==> config.mk <==
export PLATFORM = sky130hd
export DESIGN_NAME = acc_input_buffer
export DESIGN_NICKNAME = d
export VERILOG_FILES = /design/src/rtl/acc_input_buffer.sv
export SDC_FILE = /design/constraint.sdc
export NUM_CORES = 2
export LEC_CHECK = 0
export BUFFER_PORTS_ARGS = -buffer_cell sky130_fd_sc_hd__buf_2
export CAP_MARGIN = 15
export CORE_MARGIN = 1
export CORE_UTILIZATION = 55
export CTS_CLUSTER_SIZE = 25
export DETAILED_ROUTE_END_ITERATION = 10
export GPL_ROUTABILITY_DRIVEN = 0
export PLACE_DENSITY = 0.75
export SYNTH_ARGS = -nofsm -noshare
export SYNTH_HDL_FRONTEND = slang
export SYNTH_SLANG_ARGS = --single-unit
export TNS_END_PERCENT = 100
==> constraint.sdc <==
create_clock -name clk -period 8.5 [get_ports clk]
set_clock_uncertainty 0.15 [all_clocks]
set_input_delay 0.85 -clock clk [delete_from_list [all_inputs] [get_ports clk]]
set_output_delay 0.85 -clock clk [all_outputs]
set_load 0.005 [all_outputs]
==> src/rtl/acc_input_buffer.sv <==
// acc_input_buffer
// Request-driven staging buffer in front of the accelerator core. Feature-map
// words and weight words arrive on two independent valid/ready streams and are
// held in two FIFOs of identical structure. Each core request pops one word
// from each FIFO together. The pair is presented on registered outputs with a
// one-cycle valid strobe.
//
// Ports
//   clk, rst            clock, synchronous active-high reset
//   i_clear             synchronous flush of both FIFOs and the underflow count
//   s_data/_val/_rdy    upstream data stream (one pixel, all channels)
//   s_weight/_val/_rdy  upstream weight stream (all kernels x channels)
//   i_data_req          core request for the next data/weight pair
//   o_data/_val         popped data word and its strobe
//   o_weight/_val       popped weight word and its strobe
//   o_data_cnt          data FIFO occupancy (0..DEPTH)
//   o_weight_cnt        weight FIFO occupancy (0..DEPTH)
//   o_underflow_cnt     saturating count of refused requests
module acc_input_buffer #(
    parameter int unsigned BIT_WIDTH   = 8,
    parameter int unsigned NUM_CHANNEL = 3,
    parameter int unsigned NUM_KERNEL  = 4,
    parameter int unsigned DEPTH       = 16,
    parameter int unsigned REG_WIDTH   = 32
) (
    input  logic                                      clk,
    input  logic                                      rst,
    input  logic                                      i_clear,
    input  logic [BIT_WIDTH*NUM_CHANNEL-1:0]          s_data,
    input  logic                                      s_data_val,
    output logic                                      s_data_rdy,
    input  logic [BIT_WIDTH*NUM_CHANNEL*NUM_KERNEL-1:0] s_weight,
    input  logic                                      s_weight_val,
    output logic                                      s_weight_rdy,
    input  logic                                      i_data_req,
    output logic [BIT_WIDTH*NUM_CHANNEL-1:0]          o_data,
    output logic                                      o_data_val,
    output logic [BIT_WIDTH*NUM_CHANNEL*NUM_KERNEL-1:0] o_weight,
    output logic                                      o_weight_val,
    output logic [$clog2(DEPTH):0]                    o_data_cnt,
    output logic [$clog2(DEPTH):0]                    o_weight_cnt,
    output logic [REG_WIDTH-1:0]                      o_underflow_cnt
);

    localparam int unsigned DW    = BIT_WIDTH * NUM_CHANNEL;
    localparam int unsigned WW    = DW * NUM_KERNEL;
    localparam int unsigned PTR_W = $clog2(DEPTH);
    localparam int unsigned CNT_W = PTR_W + 1;

    logic [DW-1:0]        data_mem   [DEPTH];
    logic [WW-1:0]        weight_mem [DEPTH];

    logic [PTR_W-1:0]     data_wr_ptr_q,   data_wr_ptr_d;
    logic [PTR_W-1:0]     data_rd_ptr_q,   data_rd_ptr_d;
    logic [CNT_W-1:0]     data_cnt_q,      data_cnt_d;
    logic [PTR_W-1:0]     weight_wr_ptr_q, weight_wr_ptr_d;
    logic [PTR_W-1:0]     weight_rd_ptr_q, weight_rd_ptr_d;
    logic [CNT_W-1:0]     weight_cnt_q,    weight_cnt_d;
    logic [REG_WIDTH-1:0] underflow_q,     underflow_d;
    logic [DW-1:0]        data_out_q,      data_out_d;
    logic [WW-1:0]        weight_out_q,    weight_out_d;
    logic                 val_q,           val_d;

    logic data_push, weight_push, pair_avail, pop, refuse;

    // Ready looks only at current occupancy, so a full FIFO stays not-ready
    // even in a cycle where it is being popped.
    assign s_data_rdy   = (data_cnt_q   != CNT_W'(DEPTH)) && !rst && !i_clear;
    assign s_weight_rdy = (weight_cnt_q != CNT_W'(DEPTH)) && !rst && !i_clear;

    assign data_push   = s_data_val   && s_data_rdy;
    assign weight_push = s_weight_val && s_weight_rdy;

    // Both FIFOs must hold a word; a word pushed this cycle is not yet visible.
    assign pair_avail = (data_cnt_q != '0) && (weight_cnt_q != '0);
    assign pop        = i_data_req && pair_avail  && !i_clear;
    assign refuse     = i_data_req && !pair_avail && !i_clear;

    always_comb begin
        data_wr_ptr_d   = data_wr_ptr_q;
        data_rd_ptr_d   = data_rd_ptr_q;
        data_cnt_d      = data_cnt_q;
        weight_wr_ptr_d = weight_wr_ptr_q;
        weight_rd_ptr_d = weight_rd_ptr_q;
        weight_cnt_d    = weight_cnt_q;
        underflow_d     = underflow_q;
        data_out_d      = data_out_q;
        weight_out_d    = weight_out_q;
        val_d           = 1'b0;

        if (i_clear) begin
            // Output words are deliberately held across a flush.
            data_wr_ptr_d   = '0;
            data_rd_ptr_d   = '0;
            data_cnt_d      = '0;
            weight_wr_ptr_d = '0;
            weight_rd_ptr_d = '0;
            weight_cnt_d    = '0;
            underflow_d     = '0;
        end else begin
            if (data_push)   data_wr_ptr_d   = data_wr_ptr_q   + PTR_W'(1);
            if (weight_push) weight_wr_ptr_d = weight_wr_ptr_q + PTR_W'(1);

            if (pop) begin
                data_rd_ptr_d   = data_rd_ptr_q   + PTR_W'(1);
                weight_rd_ptr_d = weight_rd_ptr_q + PTR_W'(1);
                data_out_d      = data_mem[data_rd_ptr_q];
                weight_out_d    = weight_mem[weight_rd_ptr_q];
                val_d           = 1'b1;
            end

            case ({data_push, pop})
                2'b10:   data_cnt_d = data_cnt_q + CNT_W'(1);
                2'b01:   data_cnt_d = data_cnt_q - CNT_W'(1);
                default: data_cnt_d = data_cnt_q;
            endcase

            case ({weight_push, pop})
                2'b10:   weight_cnt_d = weight_cnt_q + CNT_W'(1);
                2'b01:   weight_cnt_d = weight_cnt_q - CNT_W'(1);
                default: weight_cnt_d = weight_cnt_q;
            endcase

            if (refuse && (underflow_q != '1))
                underflow_d = underflow_q + REG_WIDTH'(1);
        end
    end

    always_ff @(posedge clk) begin
        if (rst) begin
            data_wr_ptr_q   <= '0;
            data_rd_ptr_q   <= '0;
            data_cnt_q      <= '0;
            weight_wr_ptr_q <= '0;
            weight_rd_ptr_q <= '0;
            weight_cnt_q    <= '0;
            underflow_q     <= '0;
            data_out_q      <= '0;
            weight_out_q    <= '0;
            val_q           <= 1'b0;
        end else begin
            data_wr_ptr_q   <= data_wr_ptr_d;
            data_rd_ptr_q   <= data_rd_ptr_d;
            data_cnt_q      <= data_cnt_d;
            weight_wr_ptr_q <= weight_wr_ptr_d;
            weight_rd_ptr_q <= weight_rd_ptr_d;
            weight_cnt_q    <= weight_cnt_d;
            underflow_q     <= underflow_d;
            data_out_q      <= data_out_d;
            weight_out_q    <= weight_out_d;
            val_q           <= val_d;
        end
    end

    // Storage needs no reset; ready is low during rst and i_clear so no write
    // can land then.
    always_ff @(posedge clk) begin
        if (data_push)   data_mem[data_wr_ptr_q]     <= s_data;
        if (weight_push) weight_mem[weight_wr_ptr_q] <= s_weight;
    end

    assign o_data          = data_out_q;
    assign o_weight        = weight_out_q;
    assign o_data_val      = val_q;
    assign o_weight_val    = val_q;
    assign o_data_cnt      = data_cnt_q;
    assign o_weight_cnt    = weight_cnt_q;
    assign o_underflow_cnt = underflow_q;

endmodule
==> reports/results.tsv <==
stage	metric	value	unit
status	status	complete, no violations	
cts	insertion_delay	0.82	ns
critical_path	r2r_end	o_data_cnt[4]	
floorplanning	die_area	0.144	mm2
cts	cts.path.max_buffers	3	
floorplanning	die_w	379	um
routing	drtPass1Iterations	7	
floorplanning	die_y	379	um
worst_hold_path	min_to	weight_mem[10][21]	
cts	cts-root-buf	clkbuf_16	
timing	rsz0062_at_grt	no	
timing	maxClockFrequency	253	MHz
routing	final_antenna_net_count	0	
finish	mostFrequentLayoutCell	edfxtp_1	
timing	post-route-min-period	3.96	ns
cts	htreeDepth	4	
timing	worst_pin_slew	1.10	ns
worst_hold_path	hp-class	in -> reg	
grt	overflow	0	
synthesis	synth_edf_count	1920	
critical_path	ff2ff_path_depth	12	
floorplanning	num_rows	138	
synthesis	syn-instance-count	3734	
finish	area_growth	13.6	%
floorplanning	ios	292	
worst_hold_path	hold_path_depth	1	
cts	clock-sinks	2099	
cts	cts_tree	built	
synthesis	yosysTopAreaCell	edfxtp_1	
critical_path	path_class	in -> reg	
timing	tns	0	ns
placed_design	port_buffers	291	
finish	nets	4233	
timing	hold_viol	0	
synthesis	synth_ff_type	edfxtp_1	
cts	cts_resized	0	
synthesis	synth.cell_area	0.0784	mm2
timing	final-setup-viol-count	0	
synthesis	avgSynthCellArea	21.0	um2
routing	vias	38600	
pwr	irDropWorstVdd	0.000213	V
grt	grt_pass1_vias	39200	
synthesis	synthTopCellsByArea	edfxtp_1 74%, mux4_2 14%, dfxtp_1 4.6%	
finish	final_cell_mix	1,920 x edfxtp_1, 480 x mux4_2, 290 x buf_2	
grt	grt_max_degree	130	
critical_path	end_kind	register	
floorplanning	core-area	0.141	mm2
routing	via_per_inst	6.26	
grt	antenna_found_initial	41	
synthesis	syn_nets	3881	
routing	drc	0	
routing	drt_iter0_drc	3806	
critical_path	worstPathArrival	4.26	ns
critical_path	worstSetupStartpointType	input port	
placed_design	hpwl	89.0	mm
synthesis	yosysWarnings	0	
timing	timing.final.crit_share	0.466	
synthesis	async_flop_share	0	
pwr	powerDensity	229	mW/mm2
synthesis	netlist.area_leader.share	0.736	
critical_path	worstPathRequired	8.80	ns
timing	drv_slew	0	
critical_path	reg2reg_slack	4.55	ns
synthesis	ys_seq_area_frac	0.781	
synthesis	synth.distinct_cells	41	
critical_path	critPathMaxFanout	59	
cts	cts_hold_buffers	0	
critical_path	r2r_start	o_weight_cnt[0]	
grt	grt_pass1_wl	255	mm
routing	drt_wl_total	175	mm
cts	cts_setup_buffers	0	
synthesis	synth-seq-cells	2099	
job	max-cap-violations	0	
finish	fin_util	0.629	
cts	path_clk_slew	0.06	ns
routing	wl_per_cell	28.3	um
cts	cts_buffers	202	
finish	n_fill_cell	9281	
finish	drive_gt1_frac	0.283	
worst_hold_path	min_from	s_weight[21]	
pwr	p_leak	27.9	nW
floorplanning	initial_utilization	0.554	
timing	slew_headroom	0.265	
grt	track_usage	0.245	
[flip-flops by register name, summed over array words and instances (netlist names)]
name and cells:
data_mem 384, data_rd_ptr_q 4, data_wr_ptr_q 4, o_data 24, o_data_cnt 5, o_data_val 1, o_underflow_cnt 32, o_weight 96
o_weight_cnt 5, weight_mem 1536, weight_rd_ptr_q 4, weight_wr_ptr_q 4
[synthesized netlist by cell type, types with 2 or more instances]
cell type / number
a21o_1: 2
a21oi_1: 258
a22oi_1: 240
and2_1: 4
and3_1: 2
and4_1: 4
buf_1: 17
buf_2: 52
clkbuf_1: 153
dfxtp_1: 179
edfxtp_1: 1920
fa_1: 2
ha_1: 19
inv_1: 18
mux4_2: 480
nand2_1: 31
nand2b_1: 4
nand3_1: 9
nand4_1: 10
nor2_1: 209
nor2b_1: 9
nor3_1: 30
nor3b_1: 2
nor4_1: 9
o21ai_0: 6
or2_2: 4
or3_1: 3
or4_1: 2
xnor2_1: 31
xor2_1: 14
[logic make-up after synthesis]
logic type | synth area share
flip-flops | 0.781
AO/OA/AOI/OAI | 0.0408
multiplexers | 0.138
AND/OR/NAND/NOR | 0.0188
buffers and inverters | 0.0124
XOR/XNOR | 0.00503
adder cells (fa/ha/maj) | 0.00354
[stage by stage]
step / total power [W] / instances / cell area [um2] / hold WS (ns) / setup slack [ns]
floorplan: 0.0116 / 3734 / 78400 / 0.329 / 1.63
global placement: 0.0117 / 5769 / 82300 / 0.310 / 3.83
detailed placement: 0.0117 / 5772 / 82300 / 0.322 / 3.76
CTS: 0.0205 / 6151 / 89000 / 0.168 / 4.52
global route: 0.0209 / 6157 / 89000 / 0.192 / 4.28
finish: 0.0204 / 6164 / 89000 / 0.223 / 4.54
[layout make-up]
cell class                      instances  area (um2)  area share
Sequential cell                      2099       61300       0.688
Multi-Input combinational cell       1394       16400       0.184
Clock buffer                          277        5640      0.0634
Tap cell                             1890        2360      0.0266
Timing Repair Buffer                  371        2230      0.0250
Clock inverter                        102        1040      0.0117
Inverter                               18        67.6    0.000759
Antenna cell                           13        32.5    0.000365
[worst max-delay path by stage]
stage	start	slack, ns	to
after global placement	rst	3.83	weight_mem[2][67]
after CTS	o_weight_cnt[0]	4.52	o_data_cnt[4]
after global routing	o_weight_cnt[0]	4.28	o_data_cnt[4]
after floorplan	rst	1.63	weight_mem[15][0]
final	rst	4.54	weight_mem[2][67]
after detailed placement	rst	3.76	weight_mem[2][65]
[worst max-delay path, cell delays in order]
cell     delay (ns)
buf_6          0.25
or2_2          0.37
a21oi_1        0.18
and2_1         0.39
nand2_1        0.33
nor3_4         0.19
buf_4          0.71
buf_4          0.87
[power breakdown]
| group | switching [W] | internal (W) | total [W] |
|---|---|---|---|
| clock | 0.00382 | 0.00509 | 0.00891 |
| sequential | 0.00000672 | 0.0113 | 0.0113 |
| combinational | 0.000180 | 0.0000487 | 0.000228 |
[layer usage]
metal	part of all wire	GRT usage	wire length, um
met1	0.38	0.324	66200
met4	0.029	0.0828	4990
met3	0.084	0.0560	14600
met2	0.51	0.403	88400
met5	0.0018	0	307
Power figures use the tool's default switching activity.
